**config.mk**
```make
export PLATFORM = sky130hd
export DESIGN_NAME = multicycle_ctrl
export DESIGN_NICKNAME = d
export VERILOG_FILES = /design/src/rtl/ctrl_pkg.sv /design/src/rtl/ctrl_mem_wait.sv /design/src/rtl/multicycle_ctrl.sv
export SDC_FILE = /design/constraint.sdc
export NUM_CORES = 1
export LEC_CHECK = 0
export BUFFER_PORTS_ARGS = -buffer_cell sky130_fd_sc_hd__clkbuf_2
export CELL_PAD_IN_SITES_DETAIL_PLACEMENT = 0
export CELL_PAD_IN_SITES_GLOBAL_PLACEMENT = 1
export CORE_MARGIN = 2
export CORE_UTILIZATION = 41
export DETAILED_ROUTE_END_ITERATION = 6
export HOLD_SLACK_MARGIN = 0.05
export PLACE_DENSITY_LB_ADDON = 0.1
export SLEW_MARGIN = 40
export SYNTH_ARGS = -nofsm -noshare
export SYNTH_HDL_FRONTEND = slang
export SYNTH_SLANG_ARGS = --single-unit
```
**constraint.sdc**
```tcl
create_clock -name clk -period 2.9 [get_ports clk]
set_clock_uncertainty 0.15 [all_clocks]
set_input_delay 0 -clock clk [delete_from_list [all_inputs] [get_ports clk]]
set_output_delay 0 -clock clk [all_outputs]
set_load 0.05 [all_outputs]
```
**src/rtl/ctrl_pkg.sv**
```systemverilog
// ctrl_pkg: state, opcode and datapath-select encodings shared by the multicycle controller.
package ctrl_pkg;

    typedef enum logic [3:0] {
        FETCH, DECODE, MEM_ADR, MEM_RD, MEM_WB, MEM_WR,
        EXEC_R, EXEC_I, ALU_WB, BEQ, JAL, HALT
    } state_t;

    localparam int WAIT_W = 8;

    localparam logic [6:0] OP_LOAD   = 7'b0000011;
    localparam logic [6:0] OP_STORE  = 7'b0100011;
    localparam logic [6:0] OP_RTYPE  = 7'b0110011;
    localparam logic [6:0] OP_ITYPE  = 7'b0010011;
    localparam logic [6:0] OP_BRANCH = 7'b1100011;
    localparam logic [6:0] OP_JAL    = 7'b1101111;

    localparam logic [1:0] RES_ALUOUT    = 2'b00;
    localparam logic [1:0] RES_MEMDATA   = 2'b01;
    localparam logic [1:0] RES_ALURESULT = 2'b10;

    localparam logic [1:0] SRCA_PC    = 2'b00;
    localparam logic [1:0] SRCA_OLDPC = 2'b01;
    localparam logic [1:0] SRCA_RS1   = 2'b10;

    localparam logic [1:0] SRCB_RS2  = 2'b00;
    localparam logic [1:0] SRCB_IMM  = 2'b01;
    localparam logic [1:0] SRCB_FOUR = 2'b10;

    localparam logic [1:0] ALUOP_ADD   = 2'b00;
    localparam logic [1:0] ALUOP_SUB   = 2'b01;
    localparam logic [1:0] ALUOP_FUNCT = 2'b10;

    localparam logic [1:0] IMM_I = 2'b00;
    localparam logic [1:0] IMM_S = 2'b01;
    localparam logic [1:0] IMM_B = 2'b10;
    localparam logic [1:0] IMM_J = 2'b11;

endpackage

```
**src/rtl/ctrl_mem_wait.sv**
```systemverilog
// ctrl_mem_wait: counts unacknowledged memory request cycles and flags the timeout limit.
module ctrl_mem_wait
    import ctrl_pkg::*;
#(
    parameter int unsigned LIMIT = 255
) (
    input  logic clk,
    input  logic rst_n,
    input  logic clr,
    input  logic en,
    output logic timeout
);

    logic [WAIT_W-1:0] cnt;

    always_ff @(posedge clk or negedge rst_n)
        if (!rst_n) cnt <= '0;
        else if (clr) cnt <= '0;
        else if (en) cnt <= cnt + 1'b1;

    assign timeout = cnt == WAIT_W'(LIMIT);

endmodule

```
**src/rtl/multicycle_ctrl.sv**
```systemverilog
// multicycle_ctrl: fetch/decode/execute/memory/writeback sequencer for a unified-memory core.
module multicycle_ctrl
    import ctrl_pkg::*;
#(
    parameter int OP_WIDTH    = 7,
    parameter int MEM_TIMEOUT = 255
) (
    input  logic                clk,
    input  logic                rst_n,
    input  logic [OP_WIDTH-1:0] op,
    input  logic                eq,
    input  logic                mem_ack,
    output logic                pc_write,
    output logic                adr_src,
    output logic                mem_req,
    output logic                mem_write,
    output logic                ir_write,
    output logic                reg_write,
    output logic [1:0]          result_src,
    output logic [1:0]          alu_src_a,
    output logic [1:0]          alu_src_b,
    output logic [1:0]          alu_op,
    output logic [1:0]          imm_src,
    output logic                illegal,
    output logic                bus_err
);

    state_t state, next;
    logic   started, wait_st, timeout, ack;

    // started keeps the very first post-reset cycle free of any memory request
    assign wait_st   = started && (state == FETCH || state == MEM_RD || state == MEM_WR);
    assign mem_req   = wait_st && !timeout;
    assign ack       = mem_req && mem_ack;
    assign mem_write = mem_req && state == MEM_WR;

    ctrl_mem_wait #(.LIMIT(MEM_TIMEOUT)) u_wait (
        .clk     (clk),
        .rst_n   (rst_n),
        .clr     (!mem_req || mem_ack),
        .en      (mem_req),
        .timeout (timeout)
    );

    always_ff @(posedge clk or negedge rst_n)
        if (!rst_n) begin
            state   <= FETCH;
            started <= 1'b0;
            bus_err <= 1'b0;
        end else begin
            state   <= next;
            started <= 1'b1;
            bus_err <= bus_err || (wait_st && timeout);
        end

    always_comb begin
        next       = state;
        pc_write   = 1'b0;
        adr_src    = 1'b0;
        ir_write   = 1'b0;
        reg_write  = 1'b0;
        illegal    = 1'b0;
        result_src = RES_ALUOUT;
        alu_src_a  = SRCA_PC;
        alu_src_b  = SRCB_RS2;
        alu_op     = ALUOP_ADD;
        imm_src    = IMM_I;
        case (state)
            FETCH: begin
                alu_src_b = SRCB_FOUR;
                if (ack) begin
                    ir_write   = 1'b1;
                    pc_write   = 1'b1;
                    result_src = RES_ALURESULT;
                    next       = DECODE;
                end
            end
            DECODE: begin
                alu_src_a = SRCA_OLDPC;
                alu_src_b = SRCB_IMM;
                imm_src   = IMM_B;
                if (op == OP_LOAD || op == OP_STORE) next = MEM_ADR;
                else if (op == OP_RTYPE) next = EXEC_R;
                else if (op == OP_ITYPE) next = EXEC_I;
                else if (op == OP_BRANCH) next = BEQ;
                else if (op == OP_JAL) next = JAL;
                else begin
                    illegal = 1'b1;
                    next    = FETCH;
                end
            end
            MEM_ADR: begin
                alu_src_a = SRCA_RS1;
                alu_src_b = SRCB_IMM;
                imm_src   = op == OP_STORE ? IMM_S : IMM_I;
                next      = op == OP_STORE ? MEM_WR : MEM_RD;
            end
            MEM_RD: begin
                adr_src = 1'b1;
                if (ack) next = MEM_WB;
            end
            MEM_WB: begin
                result_src = RES_MEMDATA;
                reg_write  = 1'b1;
                next       = FETCH;
            end
            MEM_WR: begin
                adr_src = 1'b1;
                if (ack) next = FETCH;
            end
            EXEC_R: begin
                alu_src_a = SRCA_RS1;
                alu_src_b = SRCB_RS2;
                alu_op    = ALUOP_FUNCT;
                next      = ALU_WB;
            end
            EXEC_I: begin
                alu_src_a = SRCA_RS1;
                alu_src_b = SRCB_IMM;
                alu_op    = ALUOP_FUNCT;
                imm_src   = IMM_I;
                next      = ALU_WB;
            end
            ALU_WB: begin
                result_src = RES_ALUOUT;
                reg_write  = 1'b1;
                next       = FETCH;
            end
            BEQ: begin
                alu_src_a = SRCA_RS1;
                alu_src_b = SRCB_RS2;
                alu_op    = ALUOP_SUB;
                pc_write  = eq;
                next      = FETCH;
            end
            JAL: begin
                alu_src_a = SRCA_OLDPC;
                alu_src_b = SRCB_FOUR;
                imm_src   = IMM_J;
                pc_write  = 1'b1;
                next      = ALU_WB;
            end
            HALT: next = HALT;
            default: next = FETCH;
        endcase
        if (wait_st && timeout) next = HALT;
    end

endmodule

```
==> flow_summary.ini <==
[critical_path]
r2r_cells = 4
r2r-start = state[0]
endpoint_kind = output pin
ff2ff_setup_slack_ns = 0.84
critPathArrivalTime_ns = 2.17
r2r_end = state[3]
cp-start-kind = flip-flop
cp_max_fo = 18
critPathKind = flip-flop to output pin
worstPathRequired_ns = 2.75

[die]
core_um2 = 2480
initial_utilization_pct = 43.0
die_area_um2 = 3020
ios = 29
fp-row-count = 18
die_width_um = 55.0
die_h_um = 55.0

[drt]
drt-met1-wl_um = 1210
via_count = 995
via_per_inst = 5.44
wl_per_cell_um = 12.8
dr.pass1.iters = 4
maxUsedRoutingLayer = met3
wl_met2_um = 984
drt_wl_total_um = 2330
met3_wirelength_um = 141
final_antenna_net_count = 0
drtIter0Drc = 19
drc = 0

[cells_and_area]
fillers = 249
n_antenna_cell = 0
synthToLayoutAreaGrowth_pct = 20.2
drive_above_1_share_pct = 27.5
final_nets = 166
fin_util_pct = 51.7

[hold_path]
min_delay_path_depth = 3
hp-class = input port to flip-flop
worstHoldStart = mem_ack
whs_endpoint = u_wait.cnt[2]

[timing]
hold_viol = 0
fmax_mhz = 432
worst_slew_pin_slew_ns = 0.630
setup_tns_ns = 0
fin_crit_ns = 2.32
timing.hold.ws_ns = 0.0621
worst_slack_ns = 0.584
maxSlewHeadroom_pct = 57.9
period_share_pct = 79.9
drv_slew = 0
setup_viol_count_final = 0
rsz0062_at_grt = no

[synth]
synth_area_leader_cell = dfrtp_1
synth_area_leaders = dfrtp_1, nor2_1, nand3_1
synth_enable_flop_cells = 0
synth.distinct_cells = 45
syn_nets = 134
ys.flop_type = dfrtp_1
yosysWarnings = 0
synth.avg_cell_area_um2 = 8.73
ys_seq_elements = 14
yosysSeqAreaShare_pct = 32.9
synth_cells = 122
synth_async_sr_flop_share_pct = 100
syn_area_um2 = 1060
synth_top_area_share_pct = 32.9

[place]
io_buffers = 28
dp.final_hpwl_um = 1750
post-place-ws_ns = 0.902
gp_congestion = 0.778

[clock_tree]
cts_tree = yes
cts_buffers = 3
cts_root_buf = clkbuf_4
cts_buffer_depth = 2
cts_resized = 0
cts_hold_buf = 5
clk_pin_slew_ns = 0.09
post_cts_buffers = 0
numClockSinks = 14
clk_latency_ns = 0.28
htreeDepth = 1

[power]
powerDensity_nw_per_um2 = 914
peakVddDrop_uv = 586
leakage_nw = 0.576
finalPower_w = 0.00117

[grt]
grt_use_total_pct = 17.0
grt_pass1_wl_um = 3690
grt_antenna_before_repair = 0
grt_overflow = 0
grt_max_degree = 19
grt_pass1_vias = 800

[flow_run]
maxCapViolations = 0

[status]
status = completed
[placed cells by master, fill, tap and decap left out, types with 2 or more instances in the layout]
| cell type | netlist | layout |
|---|---|---|
| nand4_1 | 4 | 4 |
| inv_1 | 2 | 2 |
| nand2_1 | 6 | 6 |
| nor2b_1 | 2 | 2 |
| o21ai_0 | 2 | 2 |
| dfrtp_1 | 14 | 14 |
| and3_1 | 3 | 3 |
| nand2b_1 | 5 | 5 |
| nor3_1 | 5 | 5 |
| or3_1 | 2 | 2 |
| dlygate4sd3_1 | 0 | 5 |
| a21oi_1 | 5 | 5 |
| xnor2_1 | 3 | 3 |
| clkbuf_2 | 0 | 28 |
| nand3_1 | 11 | 11 |
| nor2_1 | 21 | 21 |
| clkbuf_4 | 0 | 3 |
| xor2_1 | 5 | 5 |
[cell usage after synthesis, types with 2 or more instances]
cell type and count:
nand3_1 11, nand2_1 6, o21ai_0 2, nand2b_1 5
or3_1 2, buf_6 2, a21oi_1 5, xor2_1 5
nand4_1 4, nor2b_1 2, nor2_1 21, dfrtp_1 14
xnor2_1 3, nor3_1 5, inv_1 2, and3_1 3
buf_1 2
[worst max path at each step]
stage             start       end  slack, ns  cells past startpoint
6_report       state[0]  pc_write       0.58                      5
5_1_grt        state[0]  pc_write       0.38                      5
4_1_cts        state[0]  pc_write       0.58                      5
3_5_place_dp   state[0]  pc_write       0.90                      5
3_3_place_gp   state[0]  pc_write       0.94                      5
2_1_floorplan  state[3]  pc_write       0.17                      5
[registers in the layout, indices dropped and copies added, names as in the netlist]
register	count
started	1
state	4
bus_err	1
u_wait.cnt	8
[power by group]
part / internal, W / switching, W
Sequential: 0.000217 / 0.0000842
Combinational: 0.000216 / 0.000512
Clock: 0.0000763 / 0.0000638
[logic make-up (layout without fill, tap and decap cells)]
| kind of cell | Yosys count | after routing | synth area share (%) |
|---|---|---|---|
| xor+xnor | 9 | 9 | 8.11 |
| compound gates | 19 | 19 | 15.2 |
| mux | 2 | 2 | 2.00 |
| other cells | 1 | 1 | 0.352 |
| flops | 14 | 14 | 32.9 |
| fa+ha+maj | 1 | 1 | 1.17 |
| buf+inv | 9 | 40 | 5.64 |
| simple gates | 67 | 67 | 34.7 |
[cell type report]
cell class	count	area, um2	share of cell area (%)
clock buffers	4	36.3	2.83
well taps	30	37.5	2.93
repair buffers	33	190	14.9
multi-input cells	99	654	51.1
inverters	3	11.3	0.880
flip-flops and latches	14	350	27.4
[critical path: stages, from the launching register on]
cell and delay (ns):
dfrtp_1 0.73, and4bb_2 0.31, a22oi_2 0.09, nor3_1 0.31, o21bai_1 0.16, clkbuf_2 0.29
[stage by stage]
stage                     instance area (um2)  cells
after CTS                                1280    183
after detailed placement                 1190    174
after global routing                     1280    183
final                                    1280    183
after global placement                   1190    174
after floorplan                          1060    122
[metal layers]
| metal | up-vias | track usage, % |
|---|---|---|
| li1 | 500 | - |
| met4 | 0 | 2.44 |
| met3 | 0 | 4.84 |
| met2 | 29 | 22.8 |
| met1 | 466 | 27.2 |
| met5 | - | 0 |
(Power assumes the default switching activity.)
